**config.mk**
```make
export PLATFORM = sky130hd
export DESIGN_NAME = if_fetch
export DESIGN_NICKNAME = d
export VERILOG_FILES = /design/src/rtl/if_fetch.sv
export SDC_FILE = /design/constraint.sdc
export NUM_CORES = 1
export LEC_CHECK = 0
export CAP_MARGIN = 10
export CORE_MARGIN = 3
export CORE_UTILIZATION = 44
export CTS_CLUSTER_SIZE = 8
export DETAILED_ROUTE_END_ITERATION = 7
export DONT_BUFFER_PORTS = 1
export HOLD_SLACK_MARGIN = 0.08
export PLACE_DENSITY_LB_ADDON = 0.1
export REMOVE_ABC_BUFFERS = 1
export SYNTH_ARGS = -nofsm -noshare
export SYNTH_HDL_FRONTEND = slang
export SYNTH_SLANG_ARGS = --single-unit
```
**constraint.sdc**
```tcl
create_clock -name clk -period 7.8 [get_ports clk]
set_input_delay 1.56 -clock clk [delete_from_list [all_inputs] [get_ports clk]]
set_output_delay 1.56 -clock clk [all_outputs]
set_load 0.02 [all_outputs]
```
**src/rtl/if_fetch.sv**
```systemverilog
// Instruction-fetch stage: issues one outstanding imem request at a time, drives the
// PC register (sequential advance or redirect), and buffers fetched {pc, instr} in a 2-entry queue.
module if_fetch #(
    parameter int              SIZE     = 64,
    parameter int              INSTR_W  = 32,
    parameter logic [SIZE-1:0] RESET_PC = '0
) (
    input  logic               clk,
    input  logic               rst,
    input  logic [SIZE-1:0]    pc_in,
    output logic [SIZE-1:0]    pc_next,
    output logic               pc_en,
    input  logic               redirect,
    input  logic [SIZE-1:0]    redirect_pc,
    output logic               imem_req_valid,
    input  logic               imem_req_ready,
    output logic [SIZE-1:0]    imem_addr,
    input  logic               imem_resp_valid,
    input  logic [INSTR_W-1:0] imem_resp_data,
    output logic               id_valid,
    input  logic               id_ready,
    output logic [SIZE-1:0]    id_pc,
    output logic [INSTR_W-1:0] id_instr
);

    typedef enum logic [1:0] {
        S_REQ   = 2'd0,
        S_WAIT  = 2'd1,
        S_DRAIN = 2'd2
    } state_t;

    state_t          state_reg, state_next;
    logic [1:0]      count_reg, count_next;
    logic            rd_ptr_reg, rd_ptr_next;
    logic            wr_ptr_reg, wr_ptr_next;
    logic [SIZE-1:0] req_pc_reg;

    logic handshake;
    logic push;
    logic pop;

    logic [SIZE-1:0]    entry_pc    [2];
    logic [INSTR_W-1:0] entry_instr [2];

    assign imem_addr      = pc_in;
    assign imem_req_valid = !rst && (state_reg == S_REQ) && (count_reg != 2'd2);
    assign handshake      = imem_req_valid && imem_req_ready;

    // A redirect in the same cycle kills both the incoming entry and any pop.
    assign push = (state_reg == S_WAIT) && imem_resp_valid && !redirect;
    assign pop  = (count_reg != 2'd0) && id_ready && !redirect;

    assign id_valid = (count_reg != 2'd0);
    assign id_pc    = entry_pc[rd_ptr_reg];
    assign id_instr = entry_instr[rd_ptr_reg];

    always_comb begin
        pc_en   = 1'b0;
        pc_next = pc_in;
        if (rst) begin
            pc_en   = 1'b1;
            pc_next = RESET_PC;
        end else if (redirect) begin
            pc_en   = 1'b1;
            pc_next = redirect_pc;
        end else if (handshake) begin
            pc_en   = 1'b1;
            pc_next = pc_in + SIZE'(4);
        end
    end

    always_comb begin
        state_next = state_reg;
        unique case (state_reg)
            S_REQ: begin
                if (handshake) begin
                    state_next = redirect ? S_DRAIN : S_WAIT;
                end
            end
            S_WAIT: begin
                if (imem_resp_valid) begin
                    state_next = S_REQ;
                end else if (redirect) begin
                    state_next = S_DRAIN;
                end
            end
            S_DRAIN: begin
                if (imem_resp_valid) begin
                    state_next = S_REQ;
                end
            end
            default: state_next = S_REQ;
        endcase
    end

    always_comb begin
        count_next  = count_reg;
        rd_ptr_next = rd_ptr_reg;
        wr_ptr_next = wr_ptr_reg;
        unique case ({push, pop})
            2'b10:   count_next = count_reg + 2'd1;
            2'b01:   count_next = count_reg - 2'd1;
            default: count_next = count_reg;
        endcase
        if (push) begin
            wr_ptr_next = ~wr_ptr_reg;
        end
        if (pop) begin
            rd_ptr_next = ~rd_ptr_reg;
        end
        if (redirect) begin
            count_next  = 2'd0;
            rd_ptr_next = 1'b0;
            wr_ptr_next = 1'b0;
        end
    end

    always_ff @(posedge clk) begin
        if (rst) begin
            state_reg  <= S_REQ;
            count_reg  <= 2'd0;
            rd_ptr_reg <= 1'b0;
            wr_ptr_reg <= 1'b0;
            req_pc_reg <= '0;
        end else begin
            state_reg  <= state_next;
            count_reg  <= count_next;
            rd_ptr_reg <= rd_ptr_next;
            wr_ptr_reg <= wr_ptr_next;
            if (handshake) begin
                req_pc_reg <= pc_in;
            end
        end
    end

    // Queue storage; each slot is written only when the write pointer selects it.
    genvar gi;
    generate
        for (gi = 0; gi < 2; gi++) begin : g_entry
            logic [SIZE-1:0]    entry_pc_reg;
            logic [INSTR_W-1:0] entry_instr_reg;

            always_ff @(posedge clk) begin
                if (rst) begin
                    entry_pc_reg    <= '0;
                    entry_instr_reg <= '0;
                end else if (push && (wr_ptr_reg == 1'(gi))) begin
                    entry_pc_reg    <= req_pc_reg;
                    entry_instr_reg <= imem_resp_data;
                end
            end

            assign entry_pc[gi]    = entry_pc_reg;
            assign entry_instr[gi] = entry_instr_reg;
        end
    endgenerate

endmodule

```
==> key figures, run 1 <==
Setup path
  – Crit Path Class: input port to output port
  – CP arrival: 4.59 ns
  – CP top delay family: simple AND/OR/NAND/NOR gates
  – CP max FO: 254
  – CP cell instances: and4bb_2 > and3_1 > nand4_1 > or4b_2 > o2111a_1
  – Slowest stage delay, CP: 0.90 ns
  – CP Capture Type: output port
  – Worst path bufs/invs: 0
  – Critical Path Source Type: input port
  – Req. time, crit path: 6.24 ns
  – Slowest cell on the critical path: or4b_2

Place
  – Routability cong.: 0.851
  – Post-DP HPWL: 26500 um
  – Buffers added on ports: 0
  – Placed cell count: 1943

Logic synthesis
  – Number of synthesized flops with an enable pin: 0
  – Sequential-to-total area share from yosys stat: 39.7%
  – Synth Register Bits: 262
  – Syn Area/Cell: 7.59 sq um
  – Yosys warnings: 0
  – Post-synth top area share: 39.7%
  – Ys async rst share: 0%
  – Synth Instances: 1741
  – Top FF cell, synth: dfxtp_1
  – Yosys top cell by area: dfxtp_1
  – Synth Cell Area: 0.0132 sq mm
  – Ranking of synthesized cells by area: dfxtp_1 (40%), nand2_1 (15%), mux2_2 (8.2%)
  – Synth cell types: 65

Clocking
  – Reg clk slew, reported paths: 0.05 ns
  – CTS tree: done
  – CTS Sinks: 262
  – Clock latency on the worst-skew pair: 0.50 ns
  – Post-CTS Resized: 0
  – H-Tree Depth: 2
  – Setup bufs post-CTS: 0
  – CTS max path bufs: 3
  – TritonCTS Buffers: 38
  – Cts hold-fix bufs: 0
  – Root Buffer Master: clkbuf_16

Layout
  – Most frequent cells in the layout: nand2_1 (539), dfxtp_1 (261), a21oi_1 (201)
  – Ratio of cells with drive above 1 in the final layout: 11.4%
  – Most common cell after layout, fill and taps aside: nand2_1
  – Area Overhead vs Synth: 4.73%
  – Number of nets in the layout: 1767
  – Max FFs per register: 128
  – Post-route insts no fill: 1987
  – Final Util: 47.5%

Floorplan
  – Placement row count: 62
  – Area of the core: 0.0292 sq mm
  – Die X: 179 um
  – I/O pin cnt: 393
  – Initial Util: 45.3%
  – Die Y: 179 um
  – Die Area: 0.0322 sq mm

Power
  – Pleak: 4.57 nW
  – Total power: 3.01 mW
  – Peak supply drop: 0.128 mV
  – Power per cell area: 217 mW/mm^2

Routing
  – # DRC: 0
  – DR WL/cell: 21.3 um
  – Vias: 11500
  – Initial DRC Count: 707
  – Routed WL: 42400 um
  – DRT Pass-1 Iters: 5
  – Post-route ant nets: 0
  – Via density per instance: 5.78

Timing
  – Clk_skew: 0.00980 ns
  – Hold Vio Cnt, Final: 0
  – Slew HR: 25.2%
  – Fmax: 0.163 GHz
  – Fin crit share: 78.9%
  – Final min period: 6.15 ns
  – RSZ-0062 raised after global routing: false
  – Fin. max-slew vios: 0
  – Worst Tran Pin Value: 1.11 ns
  – Final setup viols: 0
  – TNS Setup: 0 ns

GRT
  – Largest net degree at the start of global routing: 255
  – First-pass GRT wire length: 62700 um
  – Grt ovf: 0
  – Vias in the first global route: 10700
  – Tot GR Track Use: 24.9%
  – Initial antenna violation count: 3

Run status
  – Outcome: complete, no violations

Run
  – Max-Cap Viols: 0

Min path
  – Class of the worst hold path: flop to flop
## worst reg2reg max path: stages, from the launching register on
cell       delay [ns]
dfxtp_1          0.35
nand4bb_1        0.39
inv_1            0.23
and2_4           0.58
buf_4            0.68
nand2_1          0.16
a21oi_1          0.15
## power breakdown
group / switching [mW] / internal (mW) / leakage (nW)
clock network: 0.559 / 0.890 / 0.503
logic: 0.117 / 0.0511 / 1.95
registers: 0.0208 / 1.37 / 2.12
total: 0.697 / 2.31 / 4.57
## synthesized netlist by cell type, types with 3 or more instances
library cell  count
or3_1            15
a211o_1           3
clkbuf_1        108
nand2_1         540
nor4_1           17
and4_1           10
a311oi_1         11
dfxtp_1         262
and3_1           19
nor2_1           60
nor3_1           14
o31a_1            3
mux2i_1           4
o21ai_0          84
xor2_1           11
nand3_1          36
a22oi_1           4
a2111oi_0         7
clkbuf_8          3
xnor2_1          16
inv_1            12
o211ai_1          4
or4_1             5
and2_1            6
a211oi_1         31
nand4_1          22
buf_1            12
mux2_2           96
and3_2            4
o2111a_1          4
nor4b_1           5
buf_4            66
buf_2             4
a21oi_1         201
## layout make-up
cell class              count  area, sq um
clock inverters             2         32.5
inverters                  13         51.3
well taps                 384          480
multi-input cells        1270         6930
repair buffers             14          105
flip-flops and latches    262         5250
diodes                      1         2.50
fillers                  2937        15300
clock buffers              41          993
## metrics by stage
step	cell area, sq um	setup slack (ns)	hold slack (ns)
global placement	12800	1.85	0.434
CTS	13800	1.81	0.447
detailed placement	12800	1.81	0.440
global route	13800	1.66	0.463
finish	13800	1.65	0.448
floorplan	12200	1.54	0.427
## kinds of logic (layout without fill, tap and decap cells)
kind of cell / after synthesis / in the layout / share of synthesized area, %
flops: 262 / 262 / 39.7
xor+xnor: 27 / 27 / 1.79
buf+inv: 209 / 70 / 8.18
fa+ha+maj: 2 / 2 / 0.189
mux: 100 / 100 / 8.48
simple gates: 778 / 778 / 26.1
compound gates: 363 / 363 / 15.6
other cells: 0 / 1 / 0
## layer usage
metal | vias up | track usage, % | share of wire [%]
met2 | 456 | 40.0 | 45
met1 | 5357 | 32.6 | 43
met4 | 6 | 6.38 | 2.2
met3 | 67 | 7.69 | 9.4
li1 | 5600 | - | -
met5 | - | 0 | 0.11
## path summary, 6_finish.rpt
kind	from	end	slack (ns)	cells past startpoint
max	rst	pc_next[46]	1.65	5
min	g_entry[0].entry_instr_reg[4]	g_entry[0].entry_instr_reg[4]	0.45	2
max reg2reg	state_reg[1]	g_entry[1].entry_pc_reg[36]	5.18	6
min reg2reg	g_entry[0].entry_instr_reg[4]	g_entry[0].entry_instr_reg[4]	0.45	2
Power figures use the tool's default switching activity.
==> run 2, diff against run 1 <==
- clock period: 7.8 -> 5.8 ns (I/O delays scaled with it)
==> key figures, run 2 (synthesis gave the netlist of run 1 again) <==
GRT
  – Largest net degree at the start of global routing: 255 (unchanged)
  – Initial antenna violation count: 3 (unchanged)
  – Grt ovf: 0 (unchanged)
  – Vias in the first global route: 10800 (was 10700)
  – Tot GR Track Use: 24.7% (was 24.9%)
  – First-pass GRT wire length: 62600 um (was 62700 um)

Layout
  – Ant. Diodes: 0 (was 1)
  – Final Util: 48.0% (was 47.5%)
  – Area Overhead vs Synth: 5.84% (was 4.73%)
  – Number of nets in the layout: 1786 (was 1767)
  – Most frequent cells in the layout: nand2_1 (539), dfxtp_1 (261), a21oi_1 (201) (unchanged)
  – Post-route insts no fill: 2006 (was 1987)
  – Ratio of cells with drive above 1 in the final layout: 12.3% (was 11.4%)
  – Max FFs per register: 128 (unchanged)
  – Most common cell after layout, fill and taps aside: nand2_1 (unchanged)

Timing
  – Fin crit share: 80.5%
  – Slew HR: 30.6% (was 25.2%)
  – Clk_skew: 0.0133 ns (was 0.00980 ns)
  – Final setup viols: 0 (unchanged)
  – Final min period: 4.67 ns
  – Fmax: 0.214 GHz
  – Fin. max-slew vios: 0 (unchanged)
  – Worst Tran Pin Value: 1.04 ns (was 1.11 ns)
  – Hold Vio Cnt, Final: 0 (unchanged)
  – TNS Setup: 0 ns (unchanged)
  – RSZ-0062 raised after global routing: false (unchanged)

Power
  – Peak supply drop: 0.150 mV (was 0.128 mV)
  – Power per cell area: 289 mW/mm^2 (was 217 mW/mm^2)
  – Pleak: 4.67 nW (was 4.57 nW)

Clocking
  – Root Buffer Master: clkbuf_16 (unchanged)
  – Setup bufs post-CTS: 0 (unchanged)
  – TritonCTS Buffers: 38 (unchanged)
  – CTS tree: done (unchanged)
  – CTS Sinks: 262 (unchanged)
  – Reg clk slew, reported paths: 0.05 ns (about the same)
  – Clock latency on the worst-skew pair: 0.51 ns (was 0.50 ns)
  – H-Tree Depth: 2 (unchanged)
  – Cts hold-fix bufs: 0 (unchanged)
  – CTS max path bufs: 3 (unchanged)
  – Post-CTS Resized: 0 (unchanged)

Routing
  – DR WL/cell: 20.9 um (was 21.3 um)
  – Via density per instance: 5.79 (was 5.78)
  – Vias: 11600 (was 11500)
  – Initial DRC Count: 719 (was 707)
  – # DRC: 0 (unchanged)
  – Routed WL: 41900 um (was 42400 um)
  – Post-route ant nets: 0 (unchanged)
  – DRT Pass-1 Iters: 5 (unchanged)

Floorplan
  – Die Area: 0.0322 sq mm (unchanged)
  – Initial Util: 45.3% (unchanged)
  – Die X: 179 um (unchanged)
  – Placement row count: 62 (unchanged)
  – I/O pin cnt: 393 (unchanged)
  – Die Y: 179 um (unchanged)
  – Area of the core: 0.0292 sq mm (unchanged)

Min path
  – Class of the worst hold path: flop to flop (unchanged)

Place
  – Placed cell count: 1962 (was 1943)
  – Post-DP HPWL: 26300 um (was 26500 um)
  – Buffers added on ports: 0 (unchanged)
  – Routability cong.: 0.843 (was 0.851)

Setup path
  – Critical Path Source Type: input port (unchanged)
  – Crit Path Class: input port to output port (unchanged)
  – CP top delay family: simple AND/OR/NAND/NOR gates (unchanged)
  – Slowest cell on the critical path: nand4_1 (was or4b_2)
  – Slowest stage delay, CP: 0.51 ns (was 0.90 ns)
  – CP Capture Type: output port (unchanged)
  – Req. time, crit path: 4.64 ns (was 6.24 ns)
  – CP arrival: 3.51 ns (was 4.59 ns)
  – Worst path bufs/invs: 1 (was 0)
  – CP max FO: 254 (unchanged)
  – Worst reg-to-reg setup slack: 3.29 ns (was 5.18 ns)
  – CP cell instances: and4bb_2 > and3_1 > nand4_1 > buf_4 > or4_1 > nand3_1 (was and4bb_2 > and3_1 > nand4_1 > or4b_2 > o2111a_1)

Run
  – Max-Cap Viols: 0 (unchanged)

Run status
  – Outcome: complete, no violations (unchanged)
[run 2: cell count changes in the layout (fill, tap and decap cells not counted), sizes merged]
| cell | change |
|---|---|
| buf | +19 |
| clkbuf | +1 |
| diode | -1 |
[run 2: layout make-up]
cell class	instances	area [sq um]
clock buffers	42	987
fillers	2942	15200
multi-input cells	1270	6930
clock inverters	2	32.5
well taps	384	480
inverters	13	51.3
flip-flops and latches	262	5250
repair buffers	33	260
[run 2: through the flow]
| step | hold slack [ns] | setup slack, ns | area, sq um | total power [mW] |
|---|---|---|---|---|
| floorplan | 0.427 | 0.337 | 12200 | 2.08 |
| global placement | 0.435 | 1.24 | 13000 | 2.14 |
| detailed placement | 0.441 | 1.23 | 13000 | 2.14 |
| CTS | 0.448 | 1.22 | 14000 | 4.10 |
| global route | 0.464 | 1.08 | 14000 | 4.20 |
| finish | 0.448 | 1.13 | 14000 | 4.04 |
[run 2: worst paths after layout]
path | start | end | cells past startpoint
worst max-delay path | rst | pc_next[56] | 6
worst max register to register | state_reg[1] | g_entry[1].entry_instr_reg[6] | 6
worst min register to register | g_entry[0].entry_pc_reg[20] | g_entry[0].entry_pc_reg[20] | 2
worst min-delay path | g_entry[0].entry_pc_reg[20] | g_entry[0].entry_pc_reg[20] | 2
[run 2: worst reg2reg max path, cell delays in order, from the launching register on]
cell	delay (ns)
dfxtp_1	0.35
nand4bb_1	0.36
inv_1	0.21
and2_4	0.86
buf_4	0.43
nand2_1	0.09
a21oi_1	0.12
[run 2: report_power, final]
| part | internal, mW | leakage (nW) | switching, mW |
|---|---|---|---|
| logic | 0.0773 | 2.05 | 0.157 |
| registers | 1.84 | 2.12 | 0.0281 |
| clock network | 1.19 | 0.498 | 0.749 |
[run 2: per-layer routing]
metal / vias to the layer above / global-route usage, % / part of all wire [%]
li1: 5624 / - / -
met5: - / 0 / 0.11
met3: 71 / 8.20 / 9.9
met4: 6 / 6.67 / 2.5
met2: 453 / 39.9 / 46
met1: 5468 / 31.6 / 42
